`src/rtl/timer_bank_if.sv`:
```
// timer_bank_if: host-side control/status bundle for a timer_bank instance.
// The host drives the channel controls and period writes (master); the
// timer bank returns done pulses, run status and the interrupt state (slave).
interface timer_bank_if #(
    parameter int unsigned NUM_CH = 4,
    parameter int unsigned CNT_W  = 32
);
    localparam int unsigned LCH_W = (NUM_CH > 1) ? $clog2(NUM_CH) : 1;

    logic [NUM_CH-1:0] start;
    logic [NUM_CH-1:0] stop;
    logic [NUM_CH-1:0] pause;
    logic [NUM_CH-1:0] periodic;
    logic              load_en;
    logic [LCH_W-1:0]  load_ch;
    logic [CNT_W-1:0]  load_val;
    logic [NUM_CH-1:0] irq_en;
    logic [NUM_CH-1:0] irq_clr;
    logic [NUM_CH-1:0] done;
    logic [NUM_CH-1:0] running;
    logic [NUM_CH-1:0] irq_flag;
    logic              irq;

    modport master (
        output start, stop, pause, periodic, load_en, load_ch, load_val, irq_en, irq_clr,
        input  done, running, irq_flag, irq
    );

    modport slave (
        input  start, stop, pause, periodic, load_en, load_ch, load_val, irq_en, irq_clr,
        output done, running, irq_flag, irq
    );
endinterface

```
`src/rtl/timer_bank.sv`:
```
// timer_bank: NUM_CH independent interval timers (one-shot / periodic) with
// pause, abort and sticky maskable interrupt flags.
// Optional feature: define TIMER_BANK_PRESCALE_EN to count only on a shared
// prescaler tick every PRESCALE clocks; otherwise every clock is a tick.
module timer_bank #(
    parameter int unsigned NUM_CH         = 4,
    parameter int unsigned CNT_W          = 32,
    parameter int unsigned DEFAULT_PERIOD = 49_999_999,
    parameter int unsigned PRESCALE       = 50
) (
    input  logic         clk,
    input  logic         rst_n,
    timer_bank_if.slave  bus
);
    localparam int unsigned LCH_W = (NUM_CH > 1) ? $clog2(NUM_CH) : 1;

    typedef enum logic [1:0] {
        ST_IDLE   = 2'd0,
        ST_RUN    = 2'd1,
        ST_PAUSED = 2'd2
    } state_e;

    if (NUM_CH < 1 || NUM_CH > 16) begin : g_bad_num_ch
        $error("timer_bank: NUM_CH must be in 1..16");
    end
    if (PRESCALE < 1) begin : g_bad_prescale
        $error("timer_bank: PRESCALE must be at least 1");
    end

    state_e                       state_q [NUM_CH];
    state_e                       state_d [NUM_CH];
    logic [NUM_CH-1:0][CNT_W-1:0] period_q, period_d;
    logic [NUM_CH-1:0][CNT_W-1:0] term_q, term_d;
    logic [NUM_CH-1:0][CNT_W-1:0] count_q, count_d;
    logic [NUM_CH-1:0]            mode_q, mode_d;
    logic [NUM_CH-1:0]            done_q, done_d;
    logic [NUM_CH-1:0]            running_q, running_d;
    logic [NUM_CH-1:0]            flag_q, flag_d;
    logic                         tick_c;

`ifdef TIMER_BANK_PRESCALE_EN
    localparam int unsigned PRE_W = (PRESCALE > 1) ? $clog2(PRESCALE) : 1;

    logic [PRE_W-1:0] pre_q, pre_d;

    // Shared free-running divider; tick on its last count.
    always_comb begin
        tick_c = (pre_q == PRE_W'(PRESCALE - 1));
        pre_d  = tick_c ? '0 : pre_q + PRE_W'(1);
    end

    // Prescaler register.
    always_ff @(posedge clk or negedge rst_n) begin
        if (!rst_n) pre_q <= '0;
        else        pre_q <= pre_d;
    end
`else
    assign tick_c = 1'b1;
`endif

    // Per-channel next state: stop > start > terminal count > pause.
    always_comb begin
        state_d   = state_q;
        period_d  = period_q;
        term_d    = term_q;
        count_d   = count_q;
        mode_d    = mode_q;
        done_d    = '0;
        running_d = running_q;
        flag_d    = flag_q;
        for (int i = 0; i < NUM_CH; i++) begin
            if (bus.load_en && (bus.load_ch == LCH_W'(i))) begin
                period_d[i] = bus.load_val;
            end
            if (bus.stop[i]) begin
                state_d[i] = ST_IDLE;
                count_d[i] = '0;
            end else if (bus.start[i]) begin
                state_d[i] = ST_RUN;
                count_d[i] = '0;
                term_d[i]  = period_q[i];
                mode_d[i]  = bus.periodic[i];
            end else begin
                case (state_q[i])
                    ST_RUN, ST_PAUSED: begin
                        // A paused channel only reaches terminal count on the resume cycle.
                        if (tick_c && (count_q[i] == term_q[i]) &&
                            ((state_q[i] == ST_RUN) || !bus.pause[i])) begin
                            done_d[i]  = 1'b1;
                            count_d[i] = '0;
                            if (mode_q[i]) begin
                                state_d[i] = ST_RUN;
                                term_d[i]  = period_q[i];
                                mode_d[i]  = bus.periodic[i];
                            end else begin
                                state_d[i] = ST_IDLE;
                            end
                        end else if (bus.pause[i]) begin
                            state_d[i] = ST_PAUSED;
                        end else begin
                            // Resume counts on the same tick so a pause costs exactly its length.
                            state_d[i] = ST_RUN;
                            if (tick_c) count_d[i] = count_q[i] + CNT_W'(1);
                        end
                    end
                    default: begin
                        state_d[i] = ST_IDLE;
                        count_d[i] = '0;
                    end
                endcase
            end
            running_d[i] = (state_d[i] != ST_IDLE);
            // Flag is also re-set during the done cycle, so a clear there loses.
            flag_d[i] = (flag_q[i] & ~bus.irq_clr[i]) | done_d[i] | done_q[i];
        end
    end

    // Channel registers.
    always_ff @(posedge clk or negedge rst_n) begin
        if (!rst_n) begin
            for (int i = 0; i < NUM_CH; i++) state_q[i] <= ST_IDLE;
            period_q  <= {NUM_CH{CNT_W'(DEFAULT_PERIOD)}};
            term_q    <= {NUM_CH{CNT_W'(DEFAULT_PERIOD)}};
            count_q   <= '0;
            mode_q    <= '0;
            done_q    <= '0;
            running_q <= '0;
            flag_q    <= '0;
        end else begin
            for (int i = 0; i < NUM_CH; i++) state_q[i] <= state_d[i];
            period_q  <= period_d;
            term_q    <= term_d;
            count_q   <= count_d;
            mode_q    <= mode_d;
            done_q    <= done_d;
            running_q <= running_d;
            flag_q    <= flag_d;
        end
    end

    assign bus.done     = done_q;
    assign bus.running  = running_q;
    assign bus.irq_flag = flag_q;
    assign bus.irq      = |(flag_q & bus.irq_en);

endmodule

```
`src/flat_wrapper.sv`:
```
// flat-port wrapper written by rule: the top's interface ports become plain ports
module timer_bank_flat 
#(
    parameter int unsigned NUM_CH         = 4,
    parameter int unsigned CNT_W          = 32,
    parameter int unsigned DEFAULT_PERIOD = 49_999_999,
    parameter int unsigned PRESCALE       = 50
)
  (clk, rst_n, bus_start, bus_stop, bus_pause, bus_periodic, bus_load_en, bus_load_ch, bus_load_val, bus_irq_en, bus_irq_clr, bus_done, bus_running, bus_irq_flag, bus_irq);
  timer_bank_if #(.NUM_CH(NUM_CH), .CNT_W(CNT_W)) bus_i ();
  input  logic clk;
  input  logic rst_n;
  input wire logic [$bits(bus_i.start)-1:0] bus_start;
  input wire logic [$bits(bus_i.stop)-1:0] bus_stop;
  input wire logic [$bits(bus_i.pause)-1:0] bus_pause;
  input wire logic [$bits(bus_i.periodic)-1:0] bus_periodic;
  input wire logic [$bits(bus_i.load_en)-1:0] bus_load_en;
  input wire logic [$bits(bus_i.load_ch)-1:0] bus_load_ch;
  input wire logic [$bits(bus_i.load_val)-1:0] bus_load_val;
  input wire logic [$bits(bus_i.irq_en)-1:0] bus_irq_en;
  input wire logic [$bits(bus_i.irq_clr)-1:0] bus_irq_clr;
  output wire logic [$bits(bus_i.done)-1:0] bus_done;
  output wire logic [$bits(bus_i.running)-1:0] bus_running;
  output wire logic [$bits(bus_i.irq_flag)-1:0] bus_irq_flag;
  output wire logic [$bits(bus_i.irq)-1:0] bus_irq;
  assign bus_i.start = bus_start;
  assign bus_i.stop = bus_stop;
  assign bus_i.pause = bus_pause;
  assign bus_i.periodic = bus_periodic;
  assign bus_i.load_en = bus_load_en;
  assign bus_i.load_ch = bus_load_ch;
  assign bus_i.load_val = bus_load_val;
  assign bus_i.irq_en = bus_irq_en;
  assign bus_i.irq_clr = bus_irq_clr;
  assign bus_done = bus_i.done;
  assign bus_running = bus_i.running;
  assign bus_irq_flag = bus_i.irq_flag;
  assign bus_irq = bus_i.irq;
  timer_bank #(.NUM_CH(NUM_CH), .CNT_W(CNT_W), .DEFAULT_PERIOD(DEFAULT_PERIOD), .PRESCALE(PRESCALE)) u_core (.clk(clk), .rst_n(rst_n), .bus(bus_i));
endmodule
```
`config.mk`:
```
export PLATFORM = sky130hd
export DESIGN_NAME = timer_bank_flat
export DESIGN_NICKNAME = d
export VERILOG_FILES = /design/src/rtl/timer_bank_if.sv /design/src/rtl/timer_bank.sv /design/src/flat_wrapper.sv
export SDC_FILE = /design/constraint.sdc
export NUM_CORES = 1
export LEC_CHECK = 0
export CAP_MARGIN = 20
export CORE_ASPECT_RATIO = 0.8
export CORE_MARGIN = 5
export CORE_UTILIZATION = 40
export DETAILED_ROUTE_END_ITERATION = 6
export GPL_TIMING_DRIVEN = 0
export PLACE_DENSITY_LB_ADDON = 0.3
export SLEW_MARGIN = 20
export SYNTH_ARGS = -nofsm -noshare
export SYNTH_HDL_FRONTEND = slang
export SYNTH_SLANG_ARGS = --single-unit
```
`constraint.sdc`:
```
create_clock -name clk -period 4 [get_ports clk]
set_clock_uncertainty 0.1 [all_clocks]
set_input_delay 1 -clock clk [delete_from_list [all_inputs] [get_ports clk]]
set_output_delay 1 -clock clk [all_outputs]
set_load 0.05 [all_outputs]
```
==> results of run 1 <==
## flip-flops by register name (all words and copies together), names as in the netlist
name,flops
u_core.bus.done,4
u_core.bus.irq_flag,4
u_core.bus.running,4
u_core.count_q,128
u_core.mode_q,4
u_core.period_q,128
u_core.state_q,8
u_core.term_q,128
## power groups by stage
stage | clock network (W) | logic [W] | registers, W
6_report | 0.00372 | 0.00161 | 0.00550
5_1_grt | 0.00401 | 0.00175 | 0.00557
4_1_cts | 0.00381 | 0.00163 | 0.00551
3_5_place_dp | 0 | 0.00161 | 0.00557
3_3_place_gp | 0 | 0.00157 | 0.00556
2_1_floorplan | 0 | 0.00119 | 0.00538
## cells in the final DEF, fill, tap and decap left out, types with 42 or more instances in the layout
cell type / n
sky130_fd_sc_hd__nand4_1: 44
sky130_fd_sc_hd__dfrtp_1: 264
sky130_fd_sc_hd__xor2_1: 157
sky130_fd_sc_hd__clkdlybuf4s50_1: 71
sky130_fd_sc_hd__clkbuf_16: 42
sky130_fd_sc_hd__nand2_1: 49
sky130_fd_sc_hd__nand3_1: 42
sky130_fd_sc_hd__mux2_4: 90
sky130_fd_sc_hd__xnor2_1: 94
sky130_fd_sc_hd__nor2_1: 171
sky130_fd_sc_hd__dfstp_2: 144
sky130_fd_sc_hd__mux2_2: 162
## routing by layer
| layer | up-vias | wire, um |
|---|---|---|
| met3 | 48 | 2008 |
| met2 | 231 | 18550 |
| met5 | - | 0 |
| li1 | 5305 | - |
| met4 | 0 | 702 |
| met1 | 5897 | 22140 |
## critical path: stages
cell	delay (ps)
sky130_fd_sc_hd__clkdlybuf4s50_1	460
sky130_fd_sc_hd__a22oi_1	80
sky130_fd_sc_hd__nand2_1	70
sky130_fd_sc_hd__clkdlybuf4s50_1	800
## cell type report
cell class | instances | share of cell area
sequential | 408 | 0.4758
multi-input combinational | 983 | 0.3735
clock buffer | 61 | 0.05368
timing repair buffer | 76 | 0.03827
tap | 620 | 0.03552
buffer | 52 | 0.01364
inverter | 28 | 0.004813
clock inverter | 13 | 0.004698
antenna | 1 | 0.0001146
## per-stage QoR
| stage | instance area [um2] | utilization | hold slack (ps) | power (W) |
|---|---|---|---|---|
| floorplan | 18950 | - | 352.2 | 0.006572 |
| global placement | 20450 | 0.4359 | 350.9 | 0.007131 |
| detailed placement | 20560 | 0.4384 | 360.7 | 0.007185 |
| CTS | 21840 | 0.4655 | 328.5 | 0.01095 |
| global route | 21840 | 0.4655 | 355.5 | 0.01133 |
| finish | 21840 | 0.4656 | 310.2 | 0.01082 |
## cell families (layout without fill, tap and decap cells)
| logic type | after synthesis | in the layout | share of synthesized area |
|---|---|---|---|
| AOI/OAI and AO/OA | 38 | 38 | 0.01875 |
| xor gates and xnor gates | 251 | 251 | 0.1160 |
| adders and majority gates | 8 | 8 | 0.005282 |
| buffers and inverters | 80 | 230 | 0.02126 |
| DFF | 408 | 408 | 0.5483 |
| muxes | 262 | 262 | 0.1731 |
| other | 0 | 1 | 0 |
| and+or+nand+nor | 424 | 424 | 0.1173 |
## path summary, 6_finish.rpt
check,start,to,slack [ps],depth (start not counted)
min in group clk,u_core.bus.done[3],u_core.bus.irq_flag[3],370,1
hold reg to reg,u_core.bus.done[3],u_core.bus.irq_flag[3],370,1
setup / recovery,bus_irq_en[2],bus_irq,500,4
hold / removal,rst_n,u_core.state_q[4],310,1
max in group asynchronous,rst_n,u_core.period_q[19],2150,3
setup reg to reg,u_core.term_q[25],u_core.term_q[8],990,6
==> implementation parameters, run 1 <==
Parameter                              Value

Run status
  Outcome ... completed

Clock network
  Clock-pin slew on the worst setup and hold paths ... 60 ps
  Clock Sink Count ... 408
  Number of gates given a new drive strength after cts ... 0
  Maximum buffer depth of the clock tree ... 3
  Buffer count from post-CTS setup fixing ... 0
  CTS Hold Buffers Added ... 0
  Worst skew pair latency ... 550 ps
  Cts bufs inserted ... 40
  Depth of the CTS H-tree ... 2
  TritonCTS clock tree ... yes
  Clock Root Buffer ... sky130_fd_sc_hd__clkbuf_16

STA
  Worst setup slack after layout ... 495.3 ps
  Slew HR ... 0.3868
  Maximum clock frequency ... 0.2853 GHz
  Actual transition at the worst max-transition pin ... 917.9 ps
  Min Clock Period, post-route ... 3505 ps
  Final Hold Fails ... 0
  Slew Viols, Final ... 0
  Share of the cycle needed by the critical path after routing ... 0.8762
  Setup repair after global routing missed its margin ... no
  Final setup fails ... 0
  Final TNS setup ... 0 ps

Drt
  Post-DR wirelength/cell ... 19.36 um
  Count of unresolved DRC violations after routing ... 0
  Routed vias/inst ... 5.121
  First-pass detailed-route iteration total ... 5
  Number of design-rule violations left by the first detailed-router iteration ... 779
  Residual antenna-violating net count after detailed routing ... 0
  Vias post-DR ... 11480
  Post-detailed-routing wire length ... 43400 um

Worst setup path
  Worst endpoint required time ... 2900 ps
  Element type at the critical path start ... input port
  Data arrival time of the critical path ... 2400 ps
  Start-to-end type of the worst setup path ... in -> out
  Nature of the critical path endpoint ... output pin
  CP max FO ... 1

Logic synthesis
  Area fraction of the dominant cell type after synthesis ... 0.3486
  Number of nets in the synthesized netlist ... 1540
  Combined area of all synthesized cells ... 18950 um2
  Most frequently used cell type in the post-synthesis netlist ... sky130_fd_sc_hd__dfrtp_1
  Post-synth cell types ... 55
  Number of instances in the synthesized netlist ... 1471
  Top cell types by occurrence after synthesis ... sky130_fd_sc_hd__dfrtp_1, sky130_fd_sc_hd__nor2_1, sky130_fd_sc_hd__mux2_2
  Warnings, synthesis ... 0
  Post-Synthesis Mean Instance Area ... 12.88 um2
  Commonest register cell after synthesis ... sky130_fd_sc_hd__dfrtp_1
  Number of synthesized flops with an enable pin ... 0
  Post-synthesis cell type with the largest combined area ... sky130_fd_sc_hd__dfrtp_1
  Largest cells by area after synthesis ... sky130_fd_sc_hd__dfrtp_1, sky130_fd_sc_hd__dfstp_2, sky130_fd_sc_hd__mux2_2
  Part of the Yosys area used for sequential elements ... 0.5483
  FF+latch count, synth ... 408
  Fraction of synthesis flops using an asynchronous set or reset pin ... 1.000

Pwr
  Power density relative to cell area ... 495.7 nW/um2
  Sequential group share of total power ... 0.508
  Maximum resistive drop on vdd ... 0.0003469 V
  Net switching power ... 0.002753 W
  Cell internal power dissipation ... 0.008071 W
  Clock share of power ... 0.343
  Net switching share of the total power ... 0.2543
  Proportion of power drawn by combinational gates ... 0.149
  Reported leakage power ... 9.263 nW

Cells and area
  Area of combinational cells with multiple inputs ... 8157 um2
  Filler cell count ... 4245
  Share of layout cells above drive strength 1 ... 0.3159
  Area used by sequential logic in the layout ... 10390 um2
  Count of placed standard cells in the final layout, fillers left out ... 2242
  Net count of the finished layout ... 1658
  Area Overhead vs Synth ... 15.25%

GRT
  Busiest layer in global routing ... met1
  First-pass GRT wire length ... 68850 um
  GR Util met1 ... 0.2642
  GRT met3 Usage ... 0.02513
  Pin count of the biggest net entering global routing ... 96
  Global route total overflow ... 0
  Vias in the first global route ... 11970
  Met2 track utilization from global routing ... 0.2494
  GR Util All Layers ... 0.1685
  Number of antenna violations at the first check in global routing ... 10

Floorplan
  Die Outline Area ... 51850 um2
  Starting utilization of the core area ... 0.4040
  Horiz. Die Dim ... 253.3 um
  Die Y-Extent ... 204.7 um
  Core box area ... 46910 um2
  Placement Rows ... 71
  IO Count ... 74

Placement
  Count of placed standard cells including taps ... 2167
  Final estimated routing congestion in global placement ... 0.8133
  Hpwl dp ... 31130 um
  Place WS ... 496.1 ps
  Quantity of I/O buffers inserted on ports ... 72

Min path
  Worst hold path class ... in -> async

Job
  Max cap viols ... 0
Power figures use the tool's default switching activity.
==> inputs of run 2 (changes only) <==
--- a/config.mk
+++ b/config.mk
@@ -5,6 +5,7 @@
 export SDC_FILE = /design/constraint.sdc
 export NUM_CORES = 1
 export LEC_CHECK = 0
+export ABC_CLOCK_PERIOD_IN_PS = 4000
 export CAP_MARGIN = 20
 export CORE_ASPECT_RATIO = 0.8
 export CORE_MARGIN = 5
==> results of run 2 <==
The final DEF is identical to that of run 1; final timing and power are the same.
